**config.mk**
```make
export PLATFORM = sky130hd
export DESIGN_NAME = bit_serializer
export DESIGN_NICKNAME = d
export VERILOG_FILES = /design/src/rtl/sequence_pkg.sv /design/src/rtl/bit_serializer.sv
export SDC_FILE = /design/constraint.sdc
export NUM_CORES = 1
export LEC_CHECK = 0
export BUFFER_PORTS_ARGS = -buffer_cell sky130_fd_sc_hd__buf_4
export CAP_MARGIN = 20
export CORE_AREA = 2 2 39 41
export DETAILED_ROUTE_END_ITERATION = 8
export DIE_AREA = 0 0 41 43
export GPL_TIMING_DRIVEN = 1
export PLACE_DENSITY = 0.71
export SETUP_SLACK_MARGIN = 0.3
export SLEW_MARGIN = 20
export SYNTH_ARGS = -nofsm -noshare
export SYNTH_HDL_FRONTEND = slang
export SYNTH_SLANG_ARGS = --single-unit
```
**constraint.sdc**
```tcl
create_clock -name clk -period 3.3 [get_ports clk]
set_input_delay 0.66 -clock clk [delete_from_list [all_inputs] [get_ports clk]]
set_output_delay 0.66 -clock clk [all_outputs]
set_load 0.05 [all_outputs]
```
**src/rtl/sequence_pkg.sv**
```systemverilog
// Shared definitions for the serializer and the downstream sequence detector:
// serializer state, detector state encodings and the default word width.
package sequence_pkg;

  typedef enum logic {
    ST_IDLE  = 1'b0,
    ST_SHIFT = 1'b1
  } ser_state_t;

  typedef enum logic [2:0] {
    S0 = 3'd0,
    S1 = 3'd1,
    S2 = 3'd2,
    S3 = 3'd3,
    S4 = 3'd4
  } det_state_t;

  localparam int SEQ_WORD_W = 8;

endpackage

```
**src/rtl/bit_serializer.sv**
```systemverilog
// Parallel-to-serial feeder for the sequence detector, MSB first by default.
// Define BIT_SERIALIZER_LSB_FIRST_EN to emit words LSB first instead.
module bit_serializer
  import sequence_pkg::*;
#(
  parameter int  WIDTH = SEQ_WORD_W,
  localparam int CNT_W = $clog2(WIDTH)
) (
  input  logic             clk,
  input  logic             rst,
  input  logic [WIDTH-1:0] in_data,
  input  logic             in_valid,
  output logic             in_ready,
  output logic             x,
  output logic             x_valid,
  output logic             last_bit,
  output logic             busy
);

  localparam logic [CNT_W-1:0] CNT_LAST = CNT_W'(WIDTH - 1);

  ser_state_t       state, next_state;
  logic [WIDTH-1:0] sr;
  logic [CNT_W-1:0] cnt;
  logic             at_end;
  logic             take;

  assign at_end = (cnt == '0);
  assign take   = in_valid && in_ready;

  always_ff @(posedge clk) begin
    if (rst) state <= ST_IDLE;
    else     state <= next_state;
  end

  always_comb begin
    next_state = state;
    case (state)
      ST_IDLE:  if (take) next_state = ST_SHIFT;
      ST_SHIFT: if (at_end && !take) next_state = ST_IDLE;
      default:  next_state = ST_IDLE;
    endcase
  end

  // Reloading on the last bit keeps the stream gap-free across word boundaries.
  always_ff @(posedge clk) begin
    if (rst) begin
      sr  <= '0;
      cnt <= '0;
    end else if (take) begin
      sr  <= in_data;
      cnt <= CNT_LAST;
    end else if (state == ST_SHIFT && !at_end) begin
`ifdef BIT_SERIALIZER_LSB_FIRST_EN
      sr  <= {1'b0, sr[WIDTH-1:1]};
`else
      sr  <= {sr[WIDTH-2:0], 1'b0};
`endif
      cnt <= cnt - CNT_W'(1);
    end
  end

  always_comb begin
    in_ready = (state == ST_IDLE) || at_end;
    x        = 1'b0;
    x_valid  = 1'b0;
    last_bit = 1'b0;
    busy     = 1'b0;
    if (state == ST_SHIFT) begin
`ifdef BIT_SERIALIZER_LSB_FIRST_EN
      x        = sr[0];
`else
      x        = sr[WIDTH-1];
`endif
      x_valid  = 1'b1;
      last_bit = at_end;
      busy     = 1'b1;
    end
  end

endmodule

```
==> impl_metrics.yaml, run 1 <==
status:
  status: "complete, no violations"
yosys:
  yosysSeqAreaShare_pct: 36.9
  syn-instance-count: 61
  synth.avg_cell_area_um2: 10.7
  syn_nets: 74
  synth-seq-cells: 12
  synth_area_um2: 651
  synth_cell_types: 20
  yosysWarnings: 0
critical_path:
  ff2ff_path_depth: 5
  required_ps: 2640
  r2r-end: "sr[4]"
  r2r_slack_ps: 1920
  critPathCaptureType: "output port"
  r2r-start: "cnt[0]"
  cp.arrival_ps: 1540
  worstSetupStartpointType: "flip-flop"
  crit_fanout: 13
  critPathKind: "reg -> out"
placement:
  gp_congestion: 0.706
  place_hpwl_um: 805
  io_buffers: 15
  post_dp_cell_area_um2: 743
cts:
  postCtsSetupRepairBufs: 0
  cts_buffer_depth: 2
  cts_tree: "yes"
  path_clk_slew_ps: 70
  cts_resized: 0
  cts_buffers: 3
  clkLatencyLatePin_ps: 270
  clock-sinks: 12
  cts_root_buf: "clkbuf_4"
  cts.htree.levels: 1
  cts_hold_buf: 0
global_routing:
  grt_pass1_wl_um: 1920
  grt_max_degree: 14
  grt_pass1_vias: 455
  grt-ovfl-total: 0
  grtUsageTotal_pct: 16.4
  antenna_found_initial: 0
final_layout:
  n_antenna_cell: 0
  fin_nets: 89
  final_common_cell: "buf_4"
  final_layout_size_suffix_gt1_share_pct: 40.5
  design_area_um2: 766
  area_growth_pct: 17.7
  layout_common_cells: "15 x buf_4, 12 x dfxtp_1, 10 x nor2_1"
timing:
  setup_viol: 0
  skew_ps: 3.35
  slew_viol_final: 0
  post-route-min-period_ps: 2200
  hold_viol: 0
  fin_crit_sh_pct: 66.6
  fin_setup_tns_ps: 0
  holdWs_ps: 522
  slew_headroom_pct: 69.6
  tightest_slew_ps: 456
  rsz0062_at_grt: "false"
  fmax_mhz: 455
power:
  combPwrFrac_pct: 28.2
  p_clk_share_pct: 24.5
  p_int_mw: 0.244
  p_switching_mw: 0.117
  ir_worst_vdd_mv: 0.215
  p_sw_share_pct: 32.4
  cellLeakagePower_nw: 0.350
  p_seq_share_pct: 47.3
  power_density_mw_per_mm2: 472
die:
  boundaryPins: 16
  rows: 14
  die_w_um: 41
  core_area_mm2: 0.00138
  die_y_um: 43
  initial_utilization_pct: 47.0
  fp.dieArea_mm2: 0.00176
hold_path:
  hold_depth: 2
  min_to: "cnt[0]"
  holdCritStartpoint: "cnt[0]"
  hold_class: "reg -> reg"
drt:
  initialDrtViolationCount: 6
  vias: 489
  ant_nets: 0
  drc: 0
  dr.pass1.iters: 3
  viasPerCell: 5.43
  wl_um: 1140
  wire_per_inst_um: 12.7
flow_run:
  cap_violations: 0
routing by layer:
metal	wire, um	vias to the layer above	track usage [%]	share of wire [%]
li1	-	246	-	-
met1	526	231	21.5	46
met2	546	10	22.8	48
met3	54	2	3.14	4.7
met4	15	0	12.0	1.3
met5	0	-	0	0
flip-flops by register name (all words and copies together), names as in the netlist:
register and count:
cnt 3, state 1, sr 8
cell type report:
cell class	instances	area (um2)
timing repair buffer	15	113
inverter	4	15.0
tap	16	20.0
multi-input combinational	40	355
clock buffer	3	22.5
fill	131	618
sequential	12	240
critical path, stage by stage (launching register included):
cell,delay (ps)
dfxtp_1,340
inv_1,70
ha_1,250
nand2b_4,220
nand2_4,140
buf_4,240
cell usage after synthesis:
library cell,n,area (um2)
a211oi_1,3,22.5
a211oi_2,1,12.5
a21o_1,1,7.51
a21oi_1,1,5.00
a21oi_2,1,8.76
a221oi_2,7,105
a31o_2,1,8.76
and2_1,1,6.26
and3_1,1,6.26
buf_2,2,10.0
buf_4,1,7.51
buf_6,2,22.5
dfxtp_1,12,240
ha_1,2,25.0
inv_1,4,15.0
mux2i_1,8,80.1
nand2_4,1,11.3
nand2b_4,1,13.8
nor2_1,10,37.5
nor3_1,1,5.00
per-stage QoR:
step / cells / setup WS [ps] / total power [mW] / utilization, %
2_1_floorplan: 61 / 913 / 0.257 / -
3_3_place_gp: 87 / 1430 / 0.276 / 53.7
3_5_place_dp: 87 / 1400 / 0.277 / 53.7
4_1_cts: 90 / 1090 / 0.366 / 55.3
5_1_grt: 90 / 1020 / 0.384 / 55.3
6_report: 90 / 1100 / 0.361 / 55.3
cells by family (layout without fill, tap and decap cells):
logic type / after synthesis / in the layout / synth area share [%]
AO/OA/AOI/OAI: 15 / 15 / 26.2
AND/OR/NAND/NOR: 15 / 15 / 12.3
flip-flops: 12 / 12 / 36.9
buffers and inverters: 9 / 22 / 8.46
multiplexers: 8 / 8 / 12.3
adder cells (fa/ha/maj): 2 / 2 / 3.85
power by group through the flow:
stage	sequential [mW]	combinational, mW	clock (mW)
after floorplan	0.173	0.0841	0
after global placement	0.173	0.102	0
after detailed placement	0.174	0.103	0
after CTS	0.171	0.103	0.0918
after global routing	0.173	0.112	0.0993
final	0.171	0.102	0.0885
worst max path at each step:
stage | slack (ps) | end | from | cells past startpoint
2_1_floorplan | 910 | last_bit | state | 3
3_3_place_gp | 1430 | in_ready | cnt[0] | 5
3_5_place_dp | 1400 | in_ready | cnt[0] | 5
4_1_cts | 1090 | in_ready | cnt[0] | 5
5_1_grt | 1020 | in_ready | cnt[0] | 5
6_report | 1100 | in_ready | cnt[0] | 5
No activity file was read; power rests on OpenSTA's default activity.
==> run 2, diff against run 1 <==
ABC_AREA = 1   (was unset)
CORE_AREA = unset   (was 2 2 39 41)
CORE_MARGIN = 2   (was unset)
CORE_UTILIZATION = 44   (was unset)
DIE_AREA = unset   (was 0 0 41 43)
PLACE_DENSITY = 0.68   (was 0.71)
clock period = 2 ns   (was 3.3 ns; I/O delays follow)
==> run 2 against run 1 <==
  * Synthesized cell count rose by 44%
  * Setup slack got worse by 690 ps
  * First-iteration DRC count rose to 2.7 times the previous value
  * Hold slack worse by 210 ps
  * Cell count grew 31%
  * Sequential cell count stayed put
  * Non-clock buffer count is 1 higher
  * Sequential share of layout area rose by 0.051 points
  * Sequential power increased by 58%
  * Wire length rose by 5.1%
  * Critical endpoint unchanged
  * Highest routed layer unchanged
==> impl_metrics.yaml, run 2 <==
drt:
  vias: 572
  viasPerCell: 4.85
  dr.pass1.iters: 4
  ant_nets: 0
  wire_per_inst_um: 10.2
  drc: 0
  wl_um: 1200
  initialDrtViolationCount: 16
yosys:
  yosysMostFrequentCell: "nand3_1"
  synth_area_um2: 607
  synth_top_area_share_pct: 39.6
  synth_cell_types: 16
  synth_area_leaders: "dfxtp_1 40%, nand3_1 19%, nand2_1 14%"
  syn_nets: 101
  synth_xor_area_share_pct: 0
  synth.avg_cell_area_um2: 6.90
  synth_edf_count: 0
  syn-instance-count: 88
  yosysTopAreaCell: "dfxtp_1"
  synthArstFlopShare_pct: 0
  synth_compound_area_share_pct: 4.12
  yosysSeqAreaShare_pct: 39.6
  yosys.area_share.adder_pct: 4.12
  synth-simple-area-share_pct: 37.7
  synth_common_cells: "23 x nand3_1, 22 x nand2_1, 12 x dfxtp_1, 12 x inv_1, 4 x a21oi_1"
  synthMuxAreaShare_pct: 0
  synth_top_family_by_area: "simple AND/OR/NAND/NOR gates"
  ys.flop_type: "dfxtp_1"
  yosysWarnings: 0
  synth-seq-cells: 12
timing:
  post-route-min-period_ps: 1590
  slew_viol_final: 0
  tightest_slew_ps: 301
  fmax_mhz: 629
  hold_viol: 0
  setup_viol: 0
  fin_crit_sh_pct: 79.5
  skew_ps: 6.16
  fin_setup_tns_ps: 0
  rsz0062_at_grt: "false"
  slew_headroom_pct: 79.9
die:
  fp.dieArea_mm2: 0.00169
  boundaryPins: 16
  initial_utilization_pct: 46.6
  rows: 13
  die_y_um: 41.1
  die_w_um: 41.1
  core_area_mm2: 0.00130
final_layout:
  n_antenna_cell: 0
  final_layout_size_suffix_gt1_share_pct: 25.2
  largest_register: "sr"
  design_area_um2: 764
  final_common_cell: "nand3_1"
  largest_register_ffs: 8
  layout_common_cells: "23 x nand3_1, 22 x nand2_1, 14 x buf_4"
  top_regs: "sr x8, cnt x3, state x1"
  fin_nets: 118
  area_growth_pct: 26.0
global_routing:
  antenna_found_initial: 0
  grtUsageTotal_pct: 18.1
  grt_pass1_vias: 446
  grt_max_degree: 19
  grt_pass1_wl_um: 1900
  grt-ovfl-total: 0
critical_path:
  critPathKind: "reg -> out"
  required_ps: 1600
  crit_fanout: 4
  crit_family: "flip-flops"
  cp.arrival_ps: 1190
  worstPathCellList: "inv_2, ha_1, nand2_2, nand2_8, buf_8"
  max_stage_delay_ps: 320
  worstSetupStartpointType: "flip-flop"
  crit_slowest_cell: "dfxtp_1"
  critPathCaptureType: "output port"
  crit_buf_inv: 2
cts:
  path_clk_slew_ps: 70
  clkLatencyLatePin_ps: 270
  cts_buffer_depth: 2
  cts_hold_buf: 0
  cts_buffers: 3
  cts_root_buf: "clkbuf_4"
  clock-sinks: 12
  cts.htree.levels: 1
  cts_tree: "yes"
placement:
  place_hpwl_um: 801
  post_dp_cell_area_um2: 709
  io_buffers: 15
  gp_congestion: 0.698
power:
  ir_worst_vdd_mv: 0.483
  power_density_mw_per_mm2: 748
  cellLeakagePower_nw: 0.412
status:
  status: "complete, no violations"
hold_path:
  hold_class: "in -> reg"
flow_run:
  cap_violations: 0
[run 2: routing by layer]
metal,wire length (um),GRT usage (%),vias up
met2,548,23.4,20
met5,0,0,-
met3,96,9.78,2
li1,-,-,311
met4,6,7.26,0
met1,548,24.6,239
[run 2: logic make-up after synthesis]
family / count (synthesis)
AO/OA/AOI/OAI: 5
adder cells (fa/ha/maj): 2
buffers and inverters: 19
flip-flops: 12
AND/OR/NAND/NOR: 50
[run 2: power breakdown]
part	switching, mW	total, mW	internal (mW)
sequential	0.0110	0.270	0.259
clock	0.0780	0.148	0.0697
combinational	0.0955	0.154	0.0589
total	0.185	0.572	0.387
[run 2: area by class of cell]
class                      count  area [um2]
multi-input combinational     57         295
clock buffer                   3        22.5
sequential                    12         240
timing repair buffer          16         131
inverter                      15        56.3
tap                           15        18.8
fill                         135         537
[run 2: worst paths after layout]
check / end / startpoint / slack, ps / depth (start not counted)
setup / recovery: in_ready / cnt[0] / 410 / 5
hold / removal: cnt[2] / rst / 310 / 2
setup reg to reg: sr[2] / cnt[0] / 520 / 10
hold reg to reg: sr[0] / sr[0] / 460 / 2
[run 2: what timing repair did]
| action | CTS | global route |
|---|---|---|
| endpoints found under the setup margin | 1 | 2 |
| pin swaps | 1 | 0 |
| gates resized for setup | 3 | 3 |
| setup buffers | 1 | 0 |
[run 2: metrics by stage]
stage | util, % | std cells | total power [mW] | worst slack, ps | hold slack, ps
after floorplan | - | 88 | 0.382 | 327 | 433
after global placement | 54.5 | 114 | 0.412 | 587 | 451
after detailed placement | 54.5 | 114 | 0.415 | 559 | 453
after CTS | 58.1 | 118 | 0.579 | 348 | 291
after global routing | 58.8 | 118 | 0.610 | 325 | 293
final | 58.8 | 118 | 0.572 | 410 | 309
[run 2: worst register-to-register path, stage by stage (launching register included)]
cell     delay, ps
dfxtp_1        320
inv_2           50
ha_1           200
nand2_2        120
nand2_8         60
buf_4          200
inv_2          190
nand2_1         80
nand3_1         80
nand2_1         60
inv_1           50
